<file path="src/rtl/kong_pkg.sv">
// kong_pkg: shared keypad constants, key index type and lowest-set-key encoder
package kong_pkg;
   typedef logic [3:0] key_index;
   localparam key_index KEY_UP    = 4'd1;
   localparam key_index KEY_LEFT  = 4'd4;
   localparam key_index KEY_JUMP  = 4'd5;
   localparam key_index KEY_RIGHT = 4'd6;
   localparam key_index KEY_DOWN  = 4'd9;
   function automatic key_index first_key(input logic [15:0] v);
      first_key = '0;
      for (int i = 15; i >= 0; i--)
         if (v[i]) first_key = key_index'(i);
   endfunction
endpackage

</file>
<file path="src/rtl/kong_key_debounce.sv">
// kong_key_debounce: per-key scan-count debouncer holding one stable bit
// Ports: clk, resetN (async active-low), scan_done (one-cycle scan strobe),
//        raw (latest sampled key level), stable (debounced key level)
module kong_key_debounce #(
   parameter int DEBOUNCE_SCANS = 8
) (
   input  logic clk,
   input  logic resetN,
   input  logic scan_done,
   input  logic raw,
   output logic stable
);
   logic [7:0] r_cnt;
   logic       r_stable;
   always_ff @(posedge clk or negedge resetN) begin
      if (!resetN) begin
         r_cnt    <= '0;
         r_stable <= 1'b0;
      end else if (scan_done) begin
         if (raw == r_stable) r_cnt <= '0;
         else if (r_cnt == 8'(DEBOUNCE_SCANS - 1)) begin
            r_stable <= raw;
            r_cnt    <= '0;
         end else r_cnt <= r_cnt + 8'd1;
      end
   end
   assign stable = r_stable;
endmodule

</file>
<file path="src/rtl/kong_keypad_scanner.sv">
// kong_keypad_scanner: 4x4 keypad column scanner with per-key debounce and movement requests
// Ports: clk, resetN (async active-low), row_n (active-low rows, async),
//        col_n (one-low column drive), ask_move_* (debounced move levels),
//        key_pressed (any key down), key_code (lowest pressed key index)
module kong_keypad_scanner
   import kong_pkg::*;
#(
   parameter int SCAN_DIV       = 50000,
   parameter int DEBOUNCE_SCANS = 8
) (
   input  logic       clk,
   input  logic       resetN,
   input  logic [3:0] row_n,
   output logic [3:0] col_n,
   output logic       ask_move_up,
   output logic       ask_move_left,
   output logic       ask_move_jump,
   output logic       ask_move_right,
   output logic       ask_move_down,
   output logic       key_pressed,
   output logic [3:0] key_code
);
   localparam int CW = $clog2(SCAN_DIV);
   logic [3:0]    r_sync1, r_sync2;
   logic [CW-1:0] r_cnt;
   logic [1:0]    r_col;
   logic [15:0]   r_raw;
   logic          r_scan_done;
   logic [4:0]    r_ask;
   logic          r_pressed;
   key_index      r_code;
   logic [15:0]   w_stable, w_key;
   logic          w_dwell_end;
   assign w_dwell_end = r_cnt == CW'(SCAN_DIV - 1);
   assign col_n       = ~(4'b0001 << r_col);
   // raw is column-major (col*4+row); rows are sampled at dwell end so the
   // synchronizer and the keypad lines have settled for the active column
   always_ff @(posedge clk or negedge resetN) begin
      if (!resetN) begin
         r_sync1     <= 4'hF;
         r_sync2     <= 4'hF;
         r_cnt       <= '0;
         r_col       <= '0;
         r_raw       <= '0;
         r_scan_done <= 1'b0;
      end else begin
         r_sync1     <= row_n;
         r_sync2     <= r_sync1;
         r_scan_done <= w_dwell_end && r_col == 2'd3;
         r_cnt       <= w_dwell_end ? '0 : r_cnt + CW'(1);
         if (w_dwell_end) begin
            r_raw[{r_col, 2'b00} +: 4] <= ~r_sync2;
            r_col                      <= r_col + 2'd1;
         end
      end
   end
   for (genvar k = 0; k < 16; k++) begin : g_deb
      kong_key_debounce #(.DEBOUNCE_SCANS(DEBOUNCE_SCANS)) u_deb (
         .clk       (clk),
         .resetN    (resetN),
         .scan_done (r_scan_done),
         .raw       (r_raw[k]),
         .stable    (w_stable[k])
      );
   end
   // transpose to row-major key index (row*4+col)
   always_comb begin
      w_key = '0;
      for (int r = 0; r < 4; r++)
         for (int c = 0; c < 4; c++)
            w_key[r*4+c] = w_stable[c*4+r];
   end
   always_ff @(posedge clk or negedge resetN) begin
      if (!resetN) begin
         r_ask     <= '0;
         r_pressed <= 1'b0;
         r_code    <= '0;
      end else begin
         r_ask     <= {w_key[KEY_UP], w_key[KEY_LEFT], w_key[KEY_JUMP], w_key[KEY_RIGHT], w_key[KEY_DOWN]};
         r_pressed <= |w_key;
         r_code    <= first_key(w_key);
      end
   end
   assign {ask_move_up, ask_move_left, ask_move_jump, ask_move_right, ask_move_down} = r_ask;
   assign key_pressed = r_pressed;
   assign key_code    = r_code;
endmodule

</file>
<file path="config.mk">
export PLATFORM = sky130hd
export DESIGN_NAME = kong_keypad_scanner
export DESIGN_NICKNAME = d
export VERILOG_FILES = /design/src/rtl/kong_pkg.sv /design/src/rtl/kong_key_debounce.sv /design/src/rtl/kong_keypad_scanner.sv
export SDC_FILE = /design/constraint.sdc
export NUM_CORES = 1
export LEC_CHECK = 0
export BUFFER_PORTS_ARGS = -buffer_cell sky130_fd_sc_hd__buf_2
export CAP_MARGIN = 20
export CELL_PAD_IN_SITES_DETAIL_PLACEMENT = 1
export CELL_PAD_IN_SITES_GLOBAL_PLACEMENT = 2
export CORE_UTILIZATION = 40
export CTS_CLUSTER_DIAMETER = 120
export DETAILED_ROUTE_END_ITERATION = 8
export PLACE_DENSITY = 0.79
export SETUP_SLACK_MARGIN = 0.3
export SYNTH_ARGS = -nofsm -noshare
export SYNTH_HDL_FRONTEND = slang
export SYNTH_HIERARCHICAL = 1
export SYNTH_SLANG_ARGS = --single-unit
</file>
<file path="constraint.sdc">
create_clock -name clk -period 2.4 [get_ports clk]
set_clock_uncertainty 0.1 [all_clocks]
set_input_delay 0.24 -clock clk [delete_from_list [all_inputs] [get_ports clk]]
set_output_delay 0.24 -clock clk [all_outputs]
set_load 0.1 [all_outputs]
</file>
==> reports/metrics.cfg, run 1 <==
[outcome]
outcome = finished, final reports clean

[flow_run]
max_cap_viol_count = 0

[logic_synthesis]
ys.flop_type = dfrtp_1
ys_ff_latch = 197
async_flop_share = 1.00
ys_types = 54
synth.net_count = 1008
yosysWarnings = 6
seq_area_frac_synth = 0.477
synth_edf_count = 0
syn_area_sq_mm = 0.0104
syn-instance-count = 964
syn_area_per_cell_sq_um = 10.7

[cts]
cts_root_buf = clkbuf_16
cts_num_sinks = 197
cts_inserted_buffers = 17
clock_latency_ps = 430
cts-htree-levels = 4
cts_tree = built
clk_path_buf_depth = 2
cts.clk_slew.worst_paths_ps = 70

[detailed_routing]
routedWlPerCell_microns = 17.5
routed_via_density = 5.76
drc_errors = 0
finalWirelength_microns = 23500
ant_nets = 0
drt_iter0_markers = 539
vias = 7706
dr.pass1.iters = 5

[timing]
period_share = 0.864
period_minus_slack_ps = 2070
rsz0062_at_grt = true
holdWs_ps = 227
drv_slew = 0
slew_headroom = 0.614
fmax_mhz = 482
fin_tns_setup_ps = 0
hold_viol_final = 0
finalSetupViolations = 0
tightest_slew_ps = 565

[placement]
io_buffers = 19
dpl.hpwl_microns = 16200
gp_congestion = 0.763
dp.cells = 1297

[setup_path]
end_kind = flip-flop
worstPathMaxFanout = 7
required_ps = 2620
startpoint_type = flip-flop
arrival_ps = 2290
criticalPathCategory = reg2reg

[finish]
diodes = 0
nets = 1040
finalNonFillerCells = 1339
drive_gt1_frac = 0.180
syn_to_final_growth_pct = 11.3
fin_util = 0.456

[die]
core_region_area_sq_mm = 0.0253
die_h_microns = 163
dieArea_sq_mm = 0.0265
start_util = 0.410
num_io_pins = 20
fp-row-count = 58
fp.dieW_microns = 163

[power_and_ir_drop]
p_leak_uw = 0.00532
swShare = 0.218
power_density_mw_per_mm2 = 546
ir_drop_mv = 0.464
pwr-share-comb = 0.014
intPower_uw = 4920
switching_power_uw = 1370
p_seq_frac = 0.530
pwr-share-clk = 0.455

[grt]
grt.overflow.total = 0
antenna_found_initial = 0
grt_max_degree = 54
grt_first_pass_wirelength_microns = 40800
grt_usage = 0.189
grt_pass1_vias = 7960

[hold_path]
min_path_type = in2async

kinds of logic after synthesis:
logic type,count (synthesis),share of synthesized area
AND/OR/NAND/NOR,321,0.178
AO/OA/AOI/OAI,252,0.182
flip-flops,197,0.477
buffers and inverters,77,0.0397
multiplexers,50,0.0523
adder cells (fa/ha/maj),38,0.0459
XOR/XNOR,29,0.0245
metrics by stage:
| step | cell area (sq um) | worst slack [ps] | total power [uW] |
|---|---|---|---|
| after floorplan | 10400 | 305 | 3400 |
| after CTS | 11500 | 312 | 6400 |
| after global placement | 10800 | 296 | 3490 |
| after detailed placement | 10800 | 226 | 3490 |
| after global routing | 11500 | 247 | 6540 |
| final | 11500 | 325 | 6290 |
power groups by stage:
stage	logic [uW]	registers [uW]	clock network [uW]
finish	90.2	3340	2860
global route	106	3340	3100
CTS	96.3	3340	2970
detailed placement	89.9	3400	0
global placement	88.1	3400	0
floorplan	1.51	3400	0
layout make-up:
cell class | instances | area [sq um]
inverters | 44 | 165
clock inverters | 11 | 126
flip-flops and latches | 197 | 4940
repair buffers | 46 | 385
clock buffers | 21 | 450
multi-input cells | 690 | 5040
well taps | 330 | 413
fillers | 2796 | 13700
synth_stat cells (3+ instances only):
library cell	instances	area [sq um]
mux2i_1	17	170
a41oi_1	32	280
nand3_1	43	215
inv_1	44	165
a21o_1	15	113
o211a_1	16	160
a21oi_1	19	95.1
or4_4	15	169
and4_2	15	150
nor3_1	19	95.1
nand2_1	96	360
o211ai_2	15	188
ha_1	38	475
clkbuf_1	15	56.3
xor2_1	20	175
dfrtp_1	189	4730
nand4_1	3	18.8
nor4_1	4	25.0
or2b_1	15	113
mux2_2	33	372
or4_1	16	120
o221ai_1	15	131
nor3b_1	15	113
buf_6	16	180
and3_1	16	100
nand3b_1	15	113
nor2_1	35	131
dfstp_2	8	210
o21ai_0	33	165
xnor2_1	9	78.8
a31oi_1	80	500
a22o_2	15	150
timing repair:
item / CTS / global route
pin swaps: 1 / 3
gates resized for setup: 3 / 6
endpoints found under the hold margin: 45 / 0
hold buffers: 5 / 0
setup endpoints to repair: 18 / 17
buffers inserted: 3 / 2
state kept, by name, summed over array words and instances (netlist names):
| signal | cells |
|---|---|
| r_ask | 5 |
| r_cnt | 16 |
| r_sync2 | 4 |
| r_col | 2 |
| key_code | 4 |
| key_pressed | 1 |
| g_deb.u_deb/r_cnt | 128 |
| r_scan_done | 1 |
| g_deb.u_deb/stable | 16 |
| r_sync1 | 4 |
| r_raw | 16 |
placed cells by master (no fill, tap or decap), types with 17 or more instances in the layout:
| cell | n |
|---|---|
| dfrtp_1 | 188 |
| nand2_1 | 92 |
| a31oi_1 | 80 |
| inv_1 | 44 |
| nand3_1 | 43 |
| ha_1 | 38 |
| nor2_1 | 35 |
| mux2_2 | 33 |
| o21ai_0 | 33 |
| a41oi_1 | 32 |
| xor2_1 | 20 |
| a21oi_1 | 19 |
| nor3_1 | 19 |
| buf_4 | 18 |
| mux2i_1 | 17 |
| clkbuf_16 | 17 |
worst max-delay path: stages (launching register included):
cell,delay (ps)
dfrtp_1,430
or4b_4,550
nor4_4,300
buf_6,210
nand2_4,80
mux2_2,290
path summary, 6_finish.rpt:
kind / start / endpoint / slack (ps) / depth (start not counted)
worst max-delay path: r_cnt[10] / r_raw[8] / 330 / 5
worst min-delay path: resetN / g_deb[5].u_deb/r_cnt[3] / 230 / 2
worst max register to register: r_cnt[10] / r_raw[8] / 330 / 5
worst min register to register: r_sync1[1] / r_sync2[1] / 260 / 0
max in group asynchronous: resetN / r_cnt[4] / 1190 / 3
min in group clk: r_sync1[1] / r_sync2[1] / 260 / 0
per-layer routing:
metal  vias to the layer above  GRT usage  routed length, microns  share of wire
met2                        63      0.302                   10800           0.46
li1                       3710          -                       -              -
met4                         0     0.0480                     267          0.011
met1                      3915      0.268                   11900           0.51
met3                        18     0.0303                     493          0.021
met5                         -          0                       0              0
Note: power is estimated with default switching activity, not from simulation.
==> run 2: changes to the inputs <==
--- a/config.mk
+++ b/config.mk
@@ -5,14 +5,15 @@
 export SDC_FILE = /design/constraint.sdc
 export NUM_CORES = 1
 export LEC_CHECK = 0
+export ABC_AREA = 1
 export BUFFER_PORTS_ARGS = -buffer_cell sky130_fd_sc_hd__buf_2
 export CAP_MARGIN = 20
 export CELL_PAD_IN_SITES_DETAIL_PLACEMENT = 1
-export CELL_PAD_IN_SITES_GLOBAL_PLACEMENT = 2
+export CELL_PAD_IN_SITES_GLOBAL_PLACEMENT = 1
 export CORE_UTILIZATION = 40
 export CTS_CLUSTER_DIAMETER = 120
 export DETAILED_ROUTE_END_ITERATION = 8
-export PLACE_DENSITY = 0.79
+export PLACE_DENSITY = 0.72
 export SETUP_SLACK_MARGIN = 0.3
 export SYNTH_ARGS = -nofsm -noshare
 export SYNTH_HDL_FRONTEND = slang
==> reports/metrics.cfg, run 2 <==
[finish]
nets = 1545  ; +49%
drive_gt1_frac = 0.120  ; -0.0608
max_flop_register = g_deb.u_deb/r_cnt
fin_util = 0.451  ; -0.00561
nFillCells = 3417  ; +22%
largest_reg_flops = 128  ; unchanged
layout_common_cells = nand2_1 (490), dfrtp_1 (187), inv_1 (184), nand3_1 (141), nor2_1 (73)
syn_to_final_growth_pct = 10.4
design_area_sq_mm = 0.0126  ; +9.0%
finalNonFillerCells = 1892  ; +41%
final_common_cell = nand2_1
diodes = 0  ; unchanged

[detailed_routing]
ant_nets = 0  ; unchanged
dr.pass1.iters = 6  ; +1
routed_via_density = 4.83  ; -16%
wl_met2_microns = 12300  ; +14%
drt_iter0_markers = 353  ; -35%
routed.top_layer = met4
routedWlPerCell_microns = 13.4  ; -24%
wl_met3_microns = 511  ; +3.7%
drc_errors = 0  ; unchanged
vias = 9147  ; +19%
finalWirelength_microns = 25300  ; +7.9%
wl_met1_microns = 12300  ; +3.3%

[logic_synthesis]
synth_most_common_cell = nand2_1
seq_area_frac_synth = 0.434  ; -0.0427
syn_area_sq_mm = 0.0114  ; +9.8%
synth_top_area_frac = 0.416  ; -0.0409
synth_edf_count = 0  ; unchanged
ys.flop_type = dfrtp_1
async_flop_share = 1.00  ; unchanged
syn_area_per_cell_sq_um = 7.76  ; -28%
synth.net_count = 1510  ; +50%
synth_common_cells = nand2_1 (490), dfrtp_1 (189), inv_1 (187)
ys_ff_latch = 197  ; unchanged
ys_top_cells_by_area = dfrtp_1 (42%), nand2_1 (16%), nand3_1 (6.2%), inv_1 (6.2%), ha_1 (4.2%)
synth_top_area_cell = dfrtp_1
yosysWarnings = 6  ; unchanged
syn-instance-count = 1466  ; +52%
ys_types = 32  ; -41%

[die]
core_region_area_sq_mm = 0.0279  ; +10%
start_util = 0.408  ; -0.00177
dieArea_sq_mm = 0.0291  ; +9.7%
num_io_pins = 20  ; unchanged
fp-row-count = 61  ; +5.2%
die_h_microns = 171  ; +4.7%
fp.dieW_microns = 171  ; +4.7%

[grt]
grt_max_degree = 64  ; +19%
antenna_found_initial = 0  ; unchanged
grt_first_pass_wirelength_microns = 45100  ; +10%
grt.overflow.total = 0  ; unchanged
grt_pass1_vias = 9580  ; +20%
grt_usage = 0.191  ; +0.00139

[timing]
tightest_slew_ps = 574  ; +8.87 ps
fmax_mhz = 496  ; +3.0%
rsz0062_at_grt = true
slew_headroom = 0.617  ; +0.00383
drv_slew = 0  ; unchanged
holdWs_ps = 257  ; +29.9 ps
period_share = 0.839  ; -0.0250
period_minus_slack_ps = 2010  ; -60.0 ps
finalSetupViolations = 0  ; unchanged
hold_viol_final = 0  ; unchanged
fin_tns_setup_ps = 0  ; unchanged

[cts]
cts_root_buf = clkbuf_16
cts_inserted_buffers = 17  ; unchanged
cts-htree-levels = 4  ; unchanged
clk_path_buf_depth = 2  ; unchanged
cts_num_sinks = 197  ; unchanged
cts_tree = built
postCtsSetupBuffers = 0  ; -3
clock_latency_ps = 440  ; about the same
cts.clk_slew.worst_paths_ps = 70  ; about the same

[setup_path]
required_ps = 2060  ; -560 ps
worstPathMaxFanout = 11  ; +4
arrival_ps = 1670  ; -620 ps
r2r-start = r_cnt[0]
end_kind = output port
r2r_end = r_raw[15]
r2r_slack_ps = 470  ; +140 ps
ff2ff_path_depth = 7  ; +2
startpoint_type = flip-flop
criticalPathCategory = reg2out

[hold_path]
hold_depth = 0
min_path_type = reg2reg
min-delay-start = r_sync1[0]
hold_path_end = r_sync2[0]

[power_and_ir_drop]
ir_drop_mv = 0.444  ; -4.3%
power_density_mw_per_mm2 = 484  ; -11%
p_leak_uw = 0.00613  ; +15%

[flow_run]
max_cap_viol_count = 0  ; unchanged

[placement]
place_area_sq_mm = 0.0120  ; +11%
io_buffers = 19  ; unchanged
dp.cells = 1855  ; +43%
dpl.hpwl_microns = 18300  ; +13%
gp_congestion = 0.763  ; about the same

[outcome]
outcome = finished, final reports clean

==> run 2: cell types whose count changed after synthesis, moves of 18 or more <==
cell,change
nand2_1,+394
xor2_1,+34
nand3_2,+19
nand4_1,+18
nand3_1,+98
a31oi_1,-79
nor2_2,+34
inv_1,+143
mux2_2,-33
a41oi_1,-32
o21ai_1,+47
nor2_1,+39
nand2_2,+18
nor2_4,+33
==> run 2: where the power goes <==
group | leakage (uW) | internal [uW] | switching (uW)
sequential | 0.00271 | 3330 | 3.49
combinational | 0.00317 | 22.4 | 70.1
clock | 0.000245 | 1330 | 1310
==> run 2: repair_timing <==
| action | in CTS | in global routing |
|---|---|---|
| endpoints found under the setup margin | 4 | 3 |
| hold endpoints to repair | 62 | 0 |
| hold buffers | 5 | 0 |
| resized for setup | 5 | 4 |
==> run 2: per-layer routing <==
layer,vias to the layer above,global-route usage
met5,-,0
met4,0,0.0435
met3,11,0.0352
met2,44,0.328
met1,4421,0.248
li1,4671,-
==> run 2: worst max-delay path, cell delays in order (launching register included) <==
cell	delay (ps)
dfrtp_2	490
ha_1	220
inv_1	180
buf_4	340
==> run 2: logic make-up after synthesis <==
family	Yosys count	share of synthesized area
adder cells (fa/ha/maj)	38	0.0418
buffers and inverters	205	0.0727
AND/OR/NAND/NOR	858	0.354
flip-flops	197	0.434
XOR/XNOR	55	0.0423
AO/OA/AOI/OAI	113	0.0551
==> run 2: area by class of cell <==
cell class              instances  area, sq um  share of cell area
clock buffers                  22          444              0.0354
flip-flops and latches        197         4940               0.394
well taps                     378          473              0.0377
clock inverters                10         76.3             0.00608
repair buffers                 34          293              0.0233
inverters                     187          709              0.0565
multi-input cells            1064         5620               0.447
==> run 2: how the worst max path moves through the flow <==
stage,from,to,slack [ps],cells after the start
after global placement,r_col[0],r_raw[8],530,6
final,r_col[0],col_n[1],390,3
after detailed placement,r_cnt[0],r_raw[2],450,7
after CTS,r_col[0],col_n[0],250,4
after floorplan,r_col[0],r_raw[0],310,7
after global routing,r_col[0],col_n[1],300,3
==> run 2: metrics by stage <==
| stage | total power [uW] | worst slack [ps] |
|---|---|---|
| global route | 6310 | 298 |
| global placement | 3490 | 531 |
| detailed placement | 3490 | 452 |
| CTS | 6200 | 252 |
| floorplan | 3400 | 307 |
| finish | 6070 | 385 |
